[src/rtl/rst_release_seq.sv]
// rst_release_seq: turns the raw asynchronous system reset into a synchronized reset
// and a set of per-domain resets that are released one after another, STAGGER cycles
// apart. Once every domain is released it raises rst_done and counts uptime.
//
// Optional feature (macro RST_SEQ_SW_RST_EN): a software reset request re-runs the
// domain release sequence without touching the synchronizer. It adds the
// sw_rst_req / sw_rst_active ports and the SWRST state.
module rst_release_seq #(
  parameter int SYNC_STAGES   = 2,
  parameter int NUM_DOMAINS   = 3,
  parameter int STAGGER       = 4,
  parameter int UPTIME_W      = 16,
  parameter int SW_RST_CYCLES = 8
) (
  input  logic                   sys_clk,
  input  logic                   sys_resetn,
`ifdef RST_SEQ_SW_RST_EN
  input  logic                   sw_rst_req,
  output logic                   sw_rst_active,
`endif
  output logic                   rst_sync_n,
  output logic [NUM_DOMAINS-1:0] dom_resetn,
  output logic                   rst_done,
  output logic [UPTIME_W-1:0]    uptime
);

  // One counter serves both the stagger interval and the software reset hold.
  localparam int CNT_MAX = (STAGGER > SW_RST_CYCLES) ? STAGGER : SW_RST_CYCLES;
  localparam int CNT_W   = $clog2(CNT_MAX + 1);
  // Four bits cover every legal domain index (NUM_DOMAINS <= 8).
  localparam int IDX_W   = 4;

  localparam logic [1:0] ST_HOLD    = 2'd0;
  localparam logic [1:0] ST_STAGGER = 2'd1;
  localparam logic [1:0] ST_DONE    = 2'd2;
`ifdef RST_SEQ_SW_RST_EN
  localparam logic [1:0] ST_SWRST   = 2'd3;
`endif

  logic [SYNC_STAGES-1:0] sync_q;

  logic [1:0]             state_q,  state_d;
  logic [CNT_W-1:0]       cnt_q,    cnt_d;
  logic [IDX_W-1:0]       idx_q,    idx_d;
  logic [NUM_DOMAINS-1:0] dom_q,    dom_d;
  logic                   done_q,   done_d;
  logic [UPTIME_W-1:0]    uptime_q, uptime_d;
`ifdef RST_SEQ_SW_RST_EN
  logic                   swact_q,  swact_d;
`endif

  // Reset synchronizer: asserts with sys_resetn, releases after SYNC_STAGES edges.
  always_ff @(posedge sys_clk or negedge sys_resetn) begin
    if (!sys_resetn) begin
      sync_q <= '0;
    end else begin
      // NOTE: sequential state uses non-blocking assignment so every flop samples
      // the pre-edge value; a blocking shift would collapse the chain into one flop.
      sync_q <= {sync_q[SYNC_STAGES-2:0], 1'b1};
    end
  end

  assign rst_sync_n = sync_q[SYNC_STAGES-1];

  // Sequencer next-state: HOLD until synchronized, stagger the releases, then DONE.
  always_comb begin
    // NOTE: every variable gets a default before the case so that no path leaves
    // it unassigned, which would otherwise infer a latch.
    state_d  = state_q;
    cnt_d    = cnt_q;
    idx_d    = idx_q;
    dom_d    = dom_q;
    done_d   = done_q;
    uptime_d = uptime_q;
`ifdef RST_SEQ_SW_RST_EN
    swact_d  = swact_q;
`endif

    case (state_q)
      ST_HOLD: begin
        if (rst_sync_n) begin
          state_d = ST_STAGGER;
          cnt_d   = '0;
          idx_d   = '0;
        end
      end

      ST_STAGGER: begin
        if (cnt_q == CNT_W'(STAGGER - 1)) begin
          cnt_d = '0;
          for (int i = 0; i < NUM_DOMAINS; i++) begin
            if (idx_q == IDX_W'(i)) dom_d[i] = 1'b1;
          end
          if (idx_q == IDX_W'(NUM_DOMAINS - 1)) begin
            state_d = ST_DONE;
          end else begin
            idx_d = idx_q + IDX_W'(1);
          end
        end else begin
          cnt_d = cnt_q + CNT_W'(1);
        end
      end

      ST_DONE: begin
        // First DONE cycle raises rst_done with uptime still 0; count after that.
        if (!done_q) begin
          done_d = 1'b1;
        end else if (uptime_q != '1) begin
          uptime_d = uptime_q + UPTIME_W'(1);
        end
      end

`ifdef RST_SEQ_SW_RST_EN
      ST_SWRST: begin
        // The edge that leaves SWRST is the new release reference, like leaving HOLD.
        if (cnt_q == CNT_W'(SW_RST_CYCLES - 1)) begin
          state_d = ST_STAGGER;
          cnt_d   = '0;
          idx_d   = '0;
          swact_d = 1'b0;
        end else begin
          cnt_d = cnt_q + CNT_W'(1);
        end
      end
`endif

      default: begin
        state_d = ST_HOLD;
      end
    endcase

`ifdef RST_SEQ_SW_RST_EN
    // A software request is honoured only once the sequence has started; it drops
    // every domain and restarts the hold counter.
    if (sw_rst_req && (state_q == ST_STAGGER || state_q == ST_DONE)) begin
      state_d  = ST_SWRST;
      cnt_d    = '0;
      idx_d    = '0;
      dom_d    = '0;
      done_d   = 1'b0;
      uptime_d = '0;
      swact_d  = 1'b1;
    end
`endif
  end

  // Sequencer registers; an asynchronous reset drops every output at once.
  always_ff @(posedge sys_clk or negedge sys_resetn) begin
    if (!sys_resetn) begin
      state_q  <= ST_HOLD;
      cnt_q    <= '0;
      idx_q    <= '0;
      dom_q    <= '0;
      done_q   <= 1'b0;
      uptime_q <= '0;
`ifdef RST_SEQ_SW_RST_EN
      swact_q  <= 1'b0;
`endif
    end else begin
      state_q  <= state_d;
      cnt_q    <= cnt_d;
      idx_q    <= idx_d;
      dom_q    <= dom_d;
      done_q   <= done_d;
      uptime_q <= uptime_d;
`ifdef RST_SEQ_SW_RST_EN
      swact_q  <= swact_d;
`endif
    end
  end

  assign dom_resetn = dom_q;
  assign rst_done   = done_q;
  assign uptime     = uptime_q;
`ifdef RST_SEQ_SW_RST_EN
  assign sw_rst_active = swact_q;
`endif

endmodule
[config.mk]
export PLATFORM = sky130hd
export DESIGN_NAME = rst_release_seq
export DESIGN_NICKNAME = d
export VERILOG_FILES = /design/src/rtl/rst_release_seq.sv
export SDC_FILE = /design/constraint.sdc
export NUM_CORES = 1
export LEC_CHECK = 0
export ABC_CLOCK_PERIOD_IN_PS = 4700
export BUFFER_PORTS_ARGS = -buffer_cell sky130_fd_sc_hd__buf_2
export CAP_MARGIN = 10
export CELL_PAD_IN_SITES_DETAIL_PLACEMENT = 1
export CELL_PAD_IN_SITES_GLOBAL_PLACEMENT = 1
export CORE_MARGIN = 5
export CORE_UTILIZATION = 40
export CTS_CLUSTER_SIZE = 40
export DETAILED_ROUTE_END_ITERATION = 10
export HOLD_SLACK_MARGIN = 0.1
export PLACE_DENSITY = 0.83
export SLEW_MARGIN = 20
export SYNTH_ARGS = -nofsm -noshare
export SYNTH_HDL_FRONTEND = slang
export SYNTH_SLANG_ARGS = --single-unit
[constraint.sdc]
create_clock -name sys_clk -period 4.7 [get_ports sys_clk]
set_input_delay 0.235 -clock sys_clk [delete_from_list [all_inputs] [get_ports sys_clk]]
set_output_delay 0.235 -clock sys_clk [all_outputs]
set_load 0.01 [all_outputs]
# After elaboration in Yosys (flattened, before gate mapping)
# Index checks and enable logic that the tools add are counted.
# Widths: inputs -> output; s select.
# op_classes
addsub	3
mul	0
n_div	0
order_cmp	0
n_eq_ne	10
shift	0
muxes	10
n_bitwise	1
reduce_logical	10
# ops
op	n
$add 16x1->16 const B	1
$mux 4	4
$ne 16x16->1 const B	1
$pmux 4 s2	2
$reduce_and 3->1	4
$add 4x1->4 const B	2
$eq 4x2->1 const B	2
$ne 2x2->1 const B	4
$reduce_and 4->1	2
$mux 2	3
$pmux 2 s3	1
$eq 4x1->1 const B	1
$logic_not 4->1	1
$eq 2x1->1 const B	1
$eq 2x2->1 const B	1
$logic_not 2->1	1
$reduce_and 2->1	1
$reduce_bool 2->1	1
$not 1->1	1
# word_totals
reg_bits	32
latch_bits	0
mem_bits_rw	0
rom_bits	0
in_bits	2
out_inout_bits	21
elab_cells	43
mem_count	0

# Depth between registers and ports, before layout
# Gate-level depths: netlist of run 1.
# depth
ltp_word	4
depth_mapped	6
mapped_depth_nobuf	5

# Worst setup path before layout of run 1
# Ideal clock, no wire load.
# synth_path
path_kind	reg2reg
start	reg uptime_q[0], in the netlist uptime[0]
end	reg uptime_q[12], in the netlist uptime[12]
setup_ns	0.079
arrival_ns	1.636
slack_ns	2.985
path_stages_with_launch	7
n_path_buf	1
path_cell_list	dfrtp_1 ha_1 nand3_1 or3_1 buf_2 nor4b_4 xor2_1
# synth_between
elab_chain_len	2
word_cells_on_any_way	3
# synth_lines
element	line	source
start, declared	47	logic [UPTIME_W-1:0] uptime_q, uptime_d;
start signal, assigned	165	uptime_q <= uptime_d;
parallel branches: the longest is 2 deep, another holds $add 16x1->16	n/a	
# Parallel ways; which one is timed is not known.
# A chain may end at the register's enable or synchronous reset.

# Worst setup path in the final report of run 1
# layout_path
start	reg uptime_q[1], in the netlist uptime[1]
end	reg uptime_q[10], in the netlist uptime[10]
# Same word-level chain as after synthesis.

==> impl_table.tex, run 1 <==
\begin{tabular}{lr}
\hline
Metric & Value \\
\hline
\multicolumn{2}{l}{\textbf{Run status}} \\
Run status & complete, no violations \\
\multicolumn{2}{l}{\textbf{Critical path}} \\
CP Cell Sequence & ha\_1 > nand3\_1 > or3\_1 > nor3\_1 > xor2\_1 \\
Count of buffer and inverter cells on the critical path & 0 \\
Crit path DAT & 2.08 ns \\
Crit-path max FO & 6 \\
Worst-path cell with the longest stage delay & or3\_1 \\
Cell class contributing the biggest share of worst-path delay & simple AND/OR/NAND/NOR gates \\
Peak per-stage delay on the critical path & $\sim$0.51 ns \\
Startpoint Class & register \\
CP required & 4.90 ns \\
Critical path start-end classification & register to register \\
Type of element capturing the critical path & register \\
\multicolumn{2}{l}{\textbf{Power}} \\
Overall power after layout & 737 uW \\
Part of the power in registers & 0.491 \\
Leakage power total & 0.964 nW \\
Power per Cell Area & roughly 400 nW/um\^{}2 \\
P\_sw & roughly 220 uW \\
Design internal power & just over 500 uW \\
Worst VDD drop & around 0.27 mV \\
Switching part of the total power & 0.298 \\
Combinational fraction of design power & 0.203 \\
Clock network fraction of design power & 0.306 \\
\multicolumn{2}{l}{\textbf{Timing}} \\
Final critical-path share of the clock period & 0.399 \\
Max-slew violation count & 0 \\
Final Hold Vio Count & 0 \\
Unrepaired setup endpoints after global routing & false \\
Worst setup skew after layout & 0.00642 ns \\
Number of setup violations in the final report & 0 \\
Time the worst path needs with I/O delays and setup & around 1.9 ns \\
Fin Hold WS & about 0.36 ns \\
Headroom to the max-slew limit & 0.532 \\
Setup slack after layout & 2.82 ns \\
Total Negative Setup Slacks & 0 ns \\
Least-Margin Pin Slew & about 0.7 ns \\
Maximum clock frequency & 0.533 GHz \\
\multicolumn{2}{l}{\textbf{Synth}} \\
FF+latch count, synth & 32 \\
Library cells used by synthesis & 40 \\
Area fraction in compound gates after synthesis & 0.0913 \\
Cells after synthesis & between 100 and 150 \\
Multiplexer fraction of the synthesized cell area & 0.00961 \\
Post-Synthesis Cell Area & $\sim$1600 um\^{}2 \\
Yosys warning total & 0 \\
XOR/XNOR Fraction of Synth Area & 0.0729 \\
Fraction of the mapped netlist area in adder cells & 0.0480 \\
Synth Net Count & $\sim$150 \\
Sequential fraction of the synthesis area & 0.512 \\
Avg Cell Area, Syn & 11.2 um\^{}2 \\
Simple-gate share of the synthesized area & 0.248 \\
Combinational family with the most area after synthesis & simple AND/OR/NAND/NOR gates \\
\multicolumn{2}{l}{\textbf{Layout}} \\
Final Non-Filler Cells & around 220 \\
Synth-to-Final Area Change & 17.4\% \\
Fraction of layout instances using a drive strength above 1 & 0.232 \\
Total number of nets in the final design & 176 \\
Antenna Cells & 0 \\
\# fillers & slightly above 400 \\
\multicolumn{2}{l}{\textbf{Floorplanning}} \\
Initial Utilization & 0.421 \\
Die Area & 5260 um\^{}2 \\
Width of the chip & 72.5 um \\
Number of standard-cell rows in the floorplan & 22 \\
IO Pins & 23 \\
Die H & between 70 and 80 um \\
Area inside the core boundary & between 3000 and 4000 um\^{}2 \\
\multicolumn{2}{l}{\textbf{Clock tree}} \\
Skew-Pair Late Insertion Delay & 0.28 ns \\
Clk pin slew, worst setup/hold paths & 0.07 ns \\
Total clock buffers created by CTS & 5 \\
Maximum level of the CTS H-tree & 2 \\
Hold\_buf cts & 1 \\
CTS max path bufs & 2 \\
Clock root buffer master & clkbuf\_8 \\
Number of gates given a new drive strength after cts & 0 \\
Number of post-CTS setup repair buffers & 0 \\
Clock tree from TritonCTS & yes \\
Clock sinks & 32 \\
\multicolumn{2}{l}{\textbf{Min path}} \\
Type of the most critical hold path & register to register \\
\multicolumn{2}{l}{\textbf{Place}} \\
Setup WS pre-CTS & 2.82 ns \\
Number of I/O port buffers & 22 \\
Placed cell count & approximately 210 \\
Half-perimeter wire length of the detailed placement result & between 2 and 3 mm \\
Placer Congestion & about 0.81 \\
\multicolumn{2}{l}{\textbf{Global routing}} \\
Total GRT Usage & 0.149 \\
Via count of the first global-routing pass & roughly 1300 \\
Global-route wire length before repair & roughly 6.1 mm \\
Maximum number of pins on one net before global-route repair & 33 \\
Global-route congestion overflow total & 0 \\
Number of antenna violations at the first check in global routing & 0 \\
\multicolumn{2}{l}{\textbf{Detailed routing}} \\
Residual DRC & 0 \\
Wire length per cell after detailed routing & 16.1 um \\
Total Wirelength & 3.49 mm \\
Iter 0 DRT Violations & 60 \\
First-pass iteration count of the detailed router & 4 \\
Vias per std cell & around 5.4 \\
Total number of vias & around 1200 \\
Antenna-violating nets left & 0 \\
\multicolumn{2}{l}{\textbf{Flow run}} \\
Max-cap check violation count & 0 \\
\hline
\end{tabular}
==> cell usage after synthesis, drive strengths merged <==
library cell,n,area [um^2]
buf,1,5.00
a21o,2,15.0
inv,5,18.8
o211ai,1,7.51
nor2b,1,6.26
xnor2,3,26.3
a32o,1,10.0
nand4b,1,8.76
a31oi,2,12.5
nor4,5,58.8
nor2,4,17.5
or3b,1,8.76
a41oi,1,8.76
o21ai,10,50.1
dfrtp,32,801
ha,6,75.1
nor3b,1,7.51
mux2,1,15.0
nand3b,2,27.5
conb,1,3.75
nand2b,6,37.5
nand3,6,30.0
or3,3,18.8
a31o,1,8.76
nor4b,1,23.8
and4bb,1,12.5
xor2,10,87.6
and4,1,8.76
nand2,14,52.6
nand4,5,37.5
o21bai,1,7.51
nor3,5,25.0
a21oi,1,5.00
and2,1,6.26
a22o,2,17.5
==> per-stage QoR <==
step,utilization,cell area [um^2]
2_1_floorplan,-,1560
3_3_place_gp,0.465,1730
3_5_place_dp,0.465,1730
4_1_cts,0.494,1830
5_1_grt,0.494,1830
6_report,0.494,1830
==> power by group through the flow <==
stage | Sequential (mW) | Combinational [mW] | Clock, mW
after floorplan | 0.359 | 0.0970 | 0
after global placement | 0.360 | 0.139 | 0
after detailed placement | 0.363 | 0.152 | 0
after CTS | 0.360 | 0.154 | 0.234
after global routing | 0.366 | 0.175 | 0.248
final | 0.362 | 0.150 | 0.225
==> cell type report <==
class | instances | area, um^2 | area share
clock buffers | 7 | 96.3 | 0.0525
flip-flops and latches | 32 | 801 | 0.437
multi-input cells | 101 | 738 | 0.402
repair buffers | 23 | 120 | 0.0655
inverters | 5 | 18.8 | 0.0102
well taps | 48 | 60.1 | 0.0327
==> placed cells by master (no fill, tap or decap), types with 2 or more instances in the layout <==
cell type / n
dfrtp_1: 32
buf_2: 22
nand2_1: 14
xor2_1: 10
o21ai_0: 10
clkbuf_8: 7
nand2b_1: 6
nand3_1: 6
ha_1: 6
inv_1: 5
nor3_1: 5
nand4_1: 4
nor2_1: 3
or3_1: 3
xnor2_1: 3
nor4_1: 2
a21o_1: 2
nor4_2: 2
a22o_1: 2
a31oi_1: 2
==> flip-flops by register name, summed over array words and instances (netlist names) <==
register    flops
idx_q           4
dom_resetn      3
rst_done        1
uptime         16
sync_q          2
cnt_q           4
state_q         2
==> layer usage <==
metal  routed length, um  track usage  part of all wire
met4                  40       0.0492             0.011
met3                 113       0.0554             0.032
met5                   0            0                 0
met2                1760        0.252              0.51
met1                1570        0.174              0.45
==> path summary, 6_finish.rpt <==
check,startpoint,endpoint,slack [ns],depth (start not counted)
max reg2reg,uptime[1],uptime[10],2.82,5
min reg2reg,sync_q[0],sync_q[1],0.36,0
min in group asynchronous,sys_resetn,cnt_q[0],0.53,2
max in group asynchronous,sys_resetn,dom_resetn[2],3.71,2
min,sync_q[0],sync_q[1],0.36,0
max,uptime[1],uptime[10],2.82,5
==> kinds of logic after synthesis <==
group	after synthesis
buf+inv	6
other cells	1
flops	32
simple gates	58
compound gates	22
fa+ha+maj	6
mux	1
xor+xnor	13
Power figures use the tool's default switching activity.
==> run 2: changes to the inputs <==
--- a/config.mk
+++ b/config.mk
@@ -5,7 +5,8 @@
 export SDC_FILE = /design/constraint.sdc
 export NUM_CORES = 1
 export LEC_CHECK = 0
-export ABC_CLOCK_PERIOD_IN_PS = 4700
+export ABC_AREA = 1
+export ABC_CLOCK_PERIOD_IN_PS = 1900
 export BUFFER_PORTS_ARGS = -buffer_cell sky130_fd_sc_hd__buf_2
 export CAP_MARGIN = 10
 export CELL_PAD_IN_SITES_DETAIL_PLACEMENT = 1
@@ -15,7 +16,7 @@
 export CTS_CLUSTER_SIZE = 40
 export DETAILED_ROUTE_END_ITERATION = 10
 export HOLD_SLACK_MARGIN = 0.1
-export PLACE_DENSITY = 0.83
+export PLACE_DENSITY = 0.86
 export SLEW_MARGIN = 20
 export SYNTH_ARGS = -nofsm -noshare
 export SYNTH_HDL_FRONTEND = slang
==> constraint.sdc (replaced) <==
create_clock -name sys_clk -period 1.9 [get_ports sys_clk]
set_input_delay 0.095 -clock sys_clk [delete_from_list [all_inputs] [get_ports sys_clk]]
set_output_delay 0.095 -clock sys_clk [all_outputs]
set_load 0.01 [all_outputs]
==> run 2 against run 1 <==
Effect of this change: fmax up 18%; sequential share of layout area down 4.1 points; design area increased by 10%; clock skew shrank 0.0035 ns; register-to-register slack got worse by 2.5 ns; utilization down 2.3 points; combinational power grew to 3.7 times the previous value; global-route usage up 0.32 points; critical path type unchanged; flip-flop and latch count unchanged; via count grew 24%; wire length increased by 17%.
==> impl_table.tex, run 2 <==
\begin{tabular}{lr}
\hline
Metric & Value \\
\hline
\multicolumn{2}{l}{\textbf{Run status}} \\
Run status & complete, no violations \\
\multicolumn{2}{l}{\textbf{Critical path}} \\
Register-to-register setup slack & between 0.3 and 0.4 ns \\
Type of element capturing the critical path & register \\
CP required & about 2.1 ns \\
Crit path DAT & about 1.8 ns \\
Path depth of the worst reg2reg path & 8 \\
Worst setup path start & uptime[0] \\
Critical path start-end classification & register to register \\
Startpoint Class & register \\
Crit-path max FO & 5 \\
Capturing point of the worst reg2reg path & uptime[14] \\
Reg2Reg Launch Point & uptime[0] \\
Worst setup path end & uptime[14] \\
\multicolumn{2}{l}{\textbf{Power}} \\
Part of the power in registers & 0.432 \\
P\_sw & about 730 uW \\
Combinational fraction of design power & 0.262 \\
Power per Cell Area & 1050 nW/um\^{}2 \\
Leakage power total & between 1 and 1.5 nW \\
Switching part of the total power & 0.341 \\
Worst VDD drop & slightly above 0.3 mV \\
Clock network fraction of design power & 0.306 \\
Design internal power & between 1 and 1.5 mW \\
\multicolumn{2}{l}{\textbf{Floorplanning}} \\
Width of the chip & 76.1 um \\
Die H & 76.1 um \\
Die Area & 5790 um\^{}2 \\
IO Pins & 23 \\
Area inside the core boundary & around 4300 um\^{}2 \\
Initial Utilization & 0.407 \\
Number of standard-cell rows in the floorplan & 24 \\
\multicolumn{2}{l}{\textbf{Synth}} \\
Library cells used by synthesis & 25 \\
Fraction of post-synthesis cell area in the top cell type by area & 0.458 \\
Commonest cells in the synthesized netlist & nand2\_1, dfrtp\_1, nand3\_1 \\
Dominant cell type by area after synthesis & dfrtp\_1 \\
Commonest register cell after synthesis & dfrtp\_1 \\
Synth Net Count & roughly 230 \\
FF+latch count, synth & 32 \\
Avg Cell Area, Syn & 8.02 um\^{}2 \\
Cells after synthesis & $\sim$220 \\
Post-Synthesis Cell Area & between 1500 and 2000 um\^{}2 \\
Yosys warning total & 0 \\
Sequential fraction of the synthesis area & 0.458 \\
Post-synth EDFFs & 0 \\
Top-count cell post-synth & nand2\_1 \\
Post-synth ARST share & 1.00 \\
Synth area leaders & dfrtp\_1, nand2\_1, nand3\_1 \\
\multicolumn{2}{l}{\textbf{Timing}} \\
Headroom to the max-slew limit & 0.516 \\
Final critical-path share of the clock period & 0.837 \\
Total Negative Setup Slacks & 0 ns \\
Unrepaired setup endpoints after global routing & false \\
Final Hold Vio Count & 0 \\
Worst setup skew after layout & around 0.0029 ns \\
Time the worst path needs with I/O delays and setup & 1.59 ns \\
Maximum clock frequency & $\sim$0.63 GHz \\
Setup slack after layout & 0.310 ns \\
Number of setup violations in the final report & 0 \\
Least-Margin Pin Slew & 0.726 ns \\
Max-slew violation count & 0 \\
\multicolumn{2}{l}{\textbf{Detailed routing}} \\
Total Wirelength & between 4 and 5 mm \\
Wire length per cell after detailed routing & approximately 14 um \\
Antenna-violating nets left & 0 \\
Vias per std cell & around 5 \\
First-pass iteration count of the detailed router & 4 \\
Total number of vias & $\sim$1500 \\
Iter 0 DRT Violations & just under 50 \\
Residual DRC & 0 \\
\multicolumn{2}{l}{\textbf{Clock tree}} \\
Maximum level of the CTS H-tree & 2 \\
Clock sinks & 32 \\
CTS max path bufs & 2 \\
Hold\_buf cts & 1 \\
Number of gates given a new drive strength after cts & 0 \\
Number of post-CTS setup repair buffers & 0 \\
Clock tree from TritonCTS & yes \\
Total clock buffers created by CTS & 5 \\
Skew-Pair Late Insertion Delay & slightly below 0.3 ns \\
Clock root buffer master & clkbuf\_8 \\
Clk pin slew, worst setup/hold paths & around 0.07 ns \\
\multicolumn{2}{l}{\textbf{Layout}} \\
Synth-to-Final Area Change & 15.7\% \\
Area of all placed cells without fillers & 2020 um\^{}2 \\
Fraction of layout instances using a drive strength above 1 & 0.185 \\
Antenna Cells & 0 \\
Number of flip-flops under the largest register name & 16 \\
Util after Layout & 0.471 \\
Most frequent cells in the layout & nand2\_1, dfrtp\_1, nand3\_1 \\
Most frequent standard cell in the layout excluding fill and tap cells & nand2\_1 \\
Total number of nets in the final design & between 200 and 300 \\
\multicolumn{2}{l}{\textbf{Flow run}} \\
Max-cap check violation count & 0 \\
\multicolumn{2}{l}{\textbf{Global routing}} \\
Via count of the first global-routing pass & between 1500 and 2000 \\
Total GRT Usage & 0.152 \\
Global-route wire length before repair & 7.18 mm \\
Number of antenna violations at the first check in global routing & 0 \\
Global-route congestion overflow total & 0 \\
Maximum number of pins on one net before global-route repair & 33 \\
\multicolumn{2}{l}{\textbf{Place}} \\
Placer Congestion & about 0.76 \\
Setup WS pre-CTS & around 0.35 ns \\
Half-perimeter wire length of the detailed placement result & roughly 3 mm \\
Total cell area at the placement stage & about 1900 um\^{}2 \\
Number of I/O port buffers & 22 \\
\multicolumn{2}{l}{\textbf{Min path}} \\
Type of the most critical hold path & register to register \\
\hline
\end{tabular}
run 2: per-layer routing:
layer / track usage / up-vias / wire length [um] / part of all wire
met4: 0.0699 / 0 / 91 / 0.022
met2: 0.257 / 26 / 2000 / 0.49
li1: - / 740 / - / -
met3: 0.0473 / 10 / 133 / 0.033
met1: 0.174 / 681 / 1860 / 0.46
met5: 0 / - / 0 / 0
run 2: cell families after synthesis:
group	share of synthesized area
AO/OA/AOI/OAI	0.0379
flip-flops	0.458
XOR/XNOR	0.0401
other	0.00215
AND/OR/NAND/NOR	0.352
adder cells (fa/ha/maj)	0.0429
buffers and inverters	0.0666
run 2: metrics by stage:
step                total power [mW]  instances  hold WS [ns]
global placement                1.48        291         0.198
detailed placement              1.50        291         0.208
global route                    2.29        300         0.365
floorplan                       1.34        218        -0.201
CTS                             2.17        300         0.352
finish                          2.13        300         0.352
run 2: power by group through the flow:
| stage | Combinational, mW | Sequential (mW) | Clock, mW |
|---|---|---|---|
| 6_report | 0.558 | 0.921 | 0.652 |
| 4_1_cts | 0.569 | 0.922 | 0.679 |
| 3_5_place_dp | 0.566 | 0.934 | 0 |
| 5_1_grt | 0.643 | 0.949 | 0.699 |
| 3_3_place_gp | 0.549 | 0.930 | 0 |
| 2_1_floorplan | 0.424 | 0.915 | 0 |
run 2: worst min path at each step:
stage / cells past startpoint / end / from
after global routing: 0 / sync_q[1] / sync_q[0]
final: 0 / sync_q[1] / sync_q[0]
after floorplan: 0 / cnt_q[0] / sys_resetn
after CTS: 0 / sync_q[1] / sync_q[0]
after global placement: 1 / sync_q[1] / sys_resetn
after detailed placement: 1 / sync_q[1] / sys_resetn
run 2: layout make-up:
| type | count | area, um^2 |
|---|---|---|
| fillers | 544 | 2270 |
| multi-input cells | 161 | 831 |
| flip-flops and latches | 32 | 801 |
| repair buffers | 25 | 135 |
| inverters | 22 | 82.6 |
| clock buffers | 6 | 72.6 |
| well taps | 52 | 65.1 |
| clock inverters | 2 | 35.0 |
run 2: worst max-delay path, cell delays in order, from the launching register on:
cell and delay, ns:
dfrtp_1 0.40, ha_1 0.25, nand3_1 0.16, nor2_1 0.21
nand3_1 0.12, nor2_1 0.17, nand2_1 0.08, nand2_1 0.05
nand2_1 0.05
